### src/rtl/shot_scorer.sv
// Shot scorer: tracks a shot per frame_tick from launch to make/miss and keeps BCD score/attempt counters.
// Optional feature macro: SHOT_POINTS_EN (2/3-point scoring from the launch position).
module shot_scorer #(
    parameter int RIM_X_LO    = 540,
    parameter int RIM_X_HI    = 580,
    parameter int RIM_Y       = 200,
    parameter int FLOOR_Y     = 470,
    parameter int SCREEN_W    = 640,
    parameter int HOLD_FRAMES = 60
`ifdef SHOT_POINTS_EN
    ,
    parameter int THREE_PT_X  = 320
`endif
) (
    input  logic       clk,
    input  logic       rst,
    input  logic       frame_tick,
    input  logic       launch,
    input  logic [9:0] ball_x,
    input  logic [9:0] ball_y,
    output logic [7:0] score_bcd,
    output logic [7:0] shots_bcd,
    output logic       made,
    output logic       missed,
    output logic       flash,
    output logic [1:0] state_o
);

    typedef enum logic [1:0] {
        IDLE   = 2'd0,
        FLIGHT = 2'd1,
        HOLD   = 2'd2
    } state_t;

    localparam int HW = (HOLD_FRAMES > 1) ? $clog2(HOLD_FRAMES) : 1;
    localparam logic [HW-1:0] HOLD_INIT = HW'(HOLD_FRAMES - 1);
    localparam logic [9:0] RIM_X_LO_V = 10'(RIM_X_LO);
    localparam logic [9:0] RIM_X_HI_V = 10'(RIM_X_HI);
    localparam logic [9:0] RIM_Y_V    = 10'(RIM_Y);
    localparam logic [9:0] FLOOR_Y_V  = 10'(FLOOR_Y);
    localparam logic [9:0] SCREEN_W_V = 10'(SCREEN_W);

    // Digit-wise saturating BCD add; n never exceeds 3, so at most one carry out of the ones digit.
    function automatic logic [7:0] bcd_add(input logic [7:0] v, input logic [3:0] n);
        logic [4:0] ones;
        logic [4:0] tens;
        ones = {1'b0, v[3:0]} + {1'b0, n};
        tens = {1'b0, v[7:4]};
        if (ones > 5'd9) begin
            ones = ones - 5'd10;
            tens = tens + 5'd1;
        end
        if (tens > 5'd9) return 8'h99;
        return {tens[3:0], ones[3:0]};
    endfunction

    state_t        state, state_n;
    logic [9:0]    prev_y, prev_y_n;
    logic          prev_valid, prev_valid_n;
    logic [HW-1:0] hold_cnt, hold_n;
    logic [7:0]    score_n, shots_n;
    logic          made_n, missed_n, flash_n;
    logic          hit, out_of_play;
    logic [3:0]    pts;

    // Only the vertical history matters: a make needs the previous sample above the rim line.
    assign hit = prev_valid && (prev_y < RIM_Y_V) && (ball_y >= RIM_Y_V)
                 && (ball_x >= RIM_X_LO_V) && (ball_x <= RIM_X_HI_V);
    assign out_of_play = (ball_y >= FLOOR_Y_V) || (ball_x >= SCREEN_W_V);

`ifdef SHOT_POINTS_EN
    localparam logic [9:0] THREE_PT_X_V = 10'(THREE_PT_X);
    logic far, far_n;
    assign pts = far ? 4'd3 : 4'd2;
`else
    assign pts = 4'd1;
`endif

    always_comb begin
        state_n      = state;
        prev_y_n     = prev_y;
        prev_valid_n = prev_valid;
        hold_n       = hold_cnt;
        score_n      = score_bcd;
        shots_n      = shots_bcd;
        made_n       = 1'b0;
        missed_n     = 1'b0;
`ifdef SHOT_POINTS_EN
        far_n        = far;
`endif
        case (state)
            IDLE: begin
                if (launch) begin
                    state_n      = FLIGHT;
                    prev_valid_n = 1'b0;
                    shots_n      = bcd_add(shots_bcd, 4'd1);
                end
            end
            FLIGHT: begin
                if (frame_tick) begin
`ifdef SHOT_POINTS_EN
                    if (!prev_valid) far_n = (ball_x < THREE_PT_X_V);
`endif
                    if (hit) begin
                        score_n = bcd_add(score_bcd, pts);
                        made_n  = 1'b1;
                        state_n = HOLD;
                        hold_n  = HOLD_INIT;
                    end else if (out_of_play) begin
                        missed_n = 1'b1;
                        state_n  = HOLD;
                        hold_n   = HOLD_INIT;
                    end else begin
                        prev_y_n     = ball_y;
                        prev_valid_n = 1'b1;
                    end
                end
            end
            HOLD: begin
                if (frame_tick) begin
                    if (hold_cnt == '0) state_n = IDLE;
                    else                hold_n  = hold_cnt - 1'b1;
                end
            end
            default: state_n = IDLE;
        endcase
        flash_n = (state_n == HOLD);
    end

    always_ff @(posedge clk) begin
        if (rst) begin
            state      <= IDLE;
            prev_y     <= '0;
            prev_valid <= 1'b0;
            hold_cnt   <= '0;
            score_bcd  <= 8'h00;
            shots_bcd  <= 8'h00;
            made       <= 1'b0;
            missed     <= 1'b0;
            flash      <= 1'b0;
`ifdef SHOT_POINTS_EN
            far        <= 1'b0;
`endif
        end else begin
            state      <= state_n;
            prev_y     <= prev_y_n;
            prev_valid <= prev_valid_n;
            hold_cnt   <= hold_n;
            score_bcd  <= score_n;
            shots_bcd  <= shots_n;
            made       <= made_n;
            missed     <= missed_n;
            flash      <= flash_n;
`ifdef SHOT_POINTS_EN
            far        <= far_n;
`endif
        end
    end

    assign state_o = state;

endmodule
### config.mk
export PLATFORM = sky130hd
export DESIGN_NAME = shot_scorer
export DESIGN_NICKNAME = d
export VERILOG_FILES = /design/src/rtl/shot_scorer.sv
export SDC_FILE = /design/constraint.sdc
export NUM_CORES = 1
export LEC_CHECK = 0
export CORE_AREA = 2 2 66 68
export CTS_CLUSTER_DIAMETER = 30
export DETAILED_ROUTE_END_ITERATION = 16
export DIE_AREA = 0 0 68 70
export PLACE_DENSITY = 0.84
export SLEW_MARGIN = 5
export SYNTH_ARGS = -nofsm -noshare
export SYNTH_HDL_FRONTEND = slang
export SYNTH_SLANG_ARGS = --single-unit
### constraint.sdc
create_clock -name clk -period 7.4 [get_ports clk]
set_input_delay 1.48 -clock clk [delete_from_list [all_inputs] [get_ports clk]]
set_output_delay 1.48 -clock clk [all_outputs]
set_load 0.03 [all_outputs]
==> impl_metrics.csv <==
group,metric,value,unit
clocking,cts_buffers,5,
clocking,cts_hold_buf,0,
logic_synthesis,netlist_area,0.00212,mm^2
finish,seqCellArea,701,um^2
routing,ant_nets,0,
routing,drt_iter0_drc,147,
global_route,grt_max_degree,39,
logic_synthesis,syn_inst,244,
power,vdd_drop_max,0.113,mV
logic_synthesis,syn_avg_cell_area,8.69,um^2
die,coreArea,0.00414,mm^2
logic_synthesis,async_reset_ff_frac,0,
worst_setup_path,worstPathRequired,7.56,ns
logic_synthesis,synth_cell_types,60,
logic_synthesis,seq_area_frac_synth,0.330,
clocking,cts_num_sinks,35,
power,power_density,151,mW/mm^2
global_route,antenna_found_initial,0,
global_route,grt_pass1_wl,7870,um
logic_synthesis,netlist_top_cells_count,"dfxtp_1, nor2_1, a21oi_1, inv_1, ha_1",
sta,setup_viol,0,
clocking,clk_latency,0.29,ns
logic_synthesis,synth.top_cell.area_share,0.330,
worst_setup_path,regToRegEndpoint,"score_bcd[2]",
hold_path,worstHoldPathCells,1,
worst_setup_path,worst_ep_arrival_time,3.70,ns
worst_setup_path,cp-endpoint,"prev_y[7]",
routing,drc,0,
place,gp_congestion,0.815,
place,dp_hpwl,3380,um
logic_synthesis,synth_fp_nets,280,
finish,antenna_cells,0,
finish,utilization,0.645,
logic_synthesis,synth_most_common_cell,"dfxtp_1",
worst_setup_path,r2r_slack,4.54,ns
power,p_sw,0.110,mW
power,combPwrFrac,0.165,
worst_setup_path,cp-start-kind,"input pin",
die,initial_core_util,0.512,
global_route,grt_usage,0.211,
logic_synthesis,ys_ff_latch,35,
worst_setup_path,timing.critical_path.from,"ball_y[3]",
die,row_count,24,
place,portBuffers,43,
clocking,htreeDepth,2,
die,fp.dieH,70,um
finish,multi_input_area,0.00133,mm^2
clocking,clk_path_buf_depth,2,
power,clockPowerShare,0.337,
finish,nets,323,
clocking,cts_tree,"built",
routing,via_count,1912,
sta,slew_viol_final,0,
sta,fmax,283,MHz
worst_setup_path,critPathKind,"in2reg",
clocking,postCtsSetupRepairBufs,0,
logic_synthesis,synthTopCellsByArea,"dfxtp_1, ha_1, mux2i_1, nor2_1, xnor2_1",
finish,drive_above_1_share,0.0729,
logic_synthesis,synth_edf_count,0,
sta,final.setup_skew,0.00881,ns
power,totalPowerFinal,0.403,mW
die,die_area,0.00476,mm^2
finish,final_cell_area,0.00267,mm^2
routing,drt-pass1-iter-count,4,
power,internal_power,0.293,mW
run_status,outcome,"completed",
job,drv_cap,0,
clocking,cts_resized,0,
routing,vias_per_cell,5.62,
clocking,clk_pin_slew,0.06,ns
power,swShare,0.273,
worst_setup_path,rr_worst_depth,9,
sta,setup_tns,0,ns
finish,area_delta_synth_final,26.0,%
routing,route.detailed.wl_per_inst,13.5,um
hold_path,worstHoldPathType,"reg2reg",
worst_setup_path,cp_max_fo,8,
hold_path,min_from,"prev_y[9]",
routing,routed_wl,4590,um
global_route,grt_pass1_vias,1766,
sta,rsz0062_at_grt,"false",
place,dpl_cell_area,0.00259,mm^2
logic_synthesis,yosysWarnings,0,
sta,relSlewSlack,0.536,
power,p_seq_frac,0.498,
sta,tightest_slew,0.692,ns
sta,period_share,0.477,
logic_synthesis,synth_top_flop_cell,"dfxtp_1",
worst_setup_path,r2r_start,"score_bcd[0]",
worst_setup_path,critPathCaptureType,"register",
die,die_w,68,um
die,io_pins,45,
logic_synthesis,yosysTopAreaCell,"dfxtp_1",
sta,fin_crit,3.53,ns
power,p_leak,0.916,nW
finish,fillers,376,
sta,finalHoldViolations,0,
clocking,root_buffer,"clkbuf_8",
sta,holdWs,0.479,ns
global_route,overflow,0,
## stage by stage
step / cells / setup slack [ns]
after global placement: 332 / 3.62
final: 340 / 3.87
after global routing: 340 / 3.69
after detailed placement: 332 / 3.60
after CTS: 340 / 3.88
after floorplan: 244 / 4.32
## placed cells by master (no fill, tap or decap), types with 2 or more instances in the layout
cell,n
a22o_1,2
a31o_2,2
nor3b_1,6
o2111ai_1,2
a211oi_1,5
mux2i_1,10
o22ai_1,2
o21ai_0,8
xor2_1,4
clkbuf_8,5
nand3b_1,4
a311oi_1,2
nor3_1,10
nor2_1,26
or2_2,3
o21bai_1,2
nor4b_1,2
nand2_1,9
a21o_1,4
ha_1,12
o21a_1,2
and4b_1,2
clkdlybuf4s50_1,43
dfxtp_1,35
a21oi_1,13
nand2b_1,6
nor4_1,2
nand3_1,8
inv_1,13
xnor2_1,8
a31oi_1,3
## routing by layer
metal	GRT usage	part of all wire
met5	0	0
met4	0.0667	0.012
met3	0.0499	0.043
met2	0.339	0.49
met1	0.274	0.45
## power by group through the flow
stage | clock (mW) | combinational [mW] | sequential [mW]
floorplan | 0 | 0.0344 | 0.210
global placement | 0 | 0.0650 | 0.204
detailed placement | 0 | 0.0665 | 0.205
CTS | 0.140 | 0.0667 | 0.200
global route | 0.149 | 0.0739 | 0.201
finish | 0.136 | 0.0666 | 0.200
## registers in the layout (all words and copies together), names as in the netlist
| signal | count |
|---|---|
| flash | 1 |
| hold_cnt | 6 |
| made | 1 |
| missed | 1 |
| prev_valid | 1 |
| prev_y | 7 |
| score_bcd | 8 |
| shots_bcd | 8 |
| state_o | 2 |
## worst min path at each step
stage | to | slack [ns]
global placement | prev_y[9] | 0.46
global route | prev_y[9] | 0.50
detailed placement | prev_y[9] | 0.47
finish | prev_y[9] | 0.48
CTS | prev_y[9] | 0.48
floorplan | prev_y[7] | 0.45
## cell type report
| type | instances | area share |
|---|---|---|
| Tap cell | 52 | 0.0244 |
| Clock buffer | 6 | 0.0272 |
| Multi-Input combinational cell | 188 | 0.499 |
| Clock inverter | 2 | 0.00468 |
| Sequential cell | 35 | 0.262 |
| Timing Repair Buffer | 44 | 0.164 |
| Inverter | 13 | 0.0183 |
## worst max-delay path: stages
cell and delay [ns]:
clkdlybuf4s50_1 0.45, o311a_1 0.37, o2111ai_1 0.31, nor2_1 0.17, nor3_2 0.60, mux2i_1 0.25, nor2_1 0.06
## cells by family after synthesis
logic type,count (synthesis),share of synthesized area
AND/OR/NAND/NOR,87,0.227
XOR/XNOR,12,0.0496
AO/OA/AOI/OAI,66,0.230
buffers and inverters,21,0.0407
adder cells (fa/ha/maj),12,0.0708
flip-flops,35,0.330
multiplexers,11,0.0525
(Power assumes the default switching activity.)
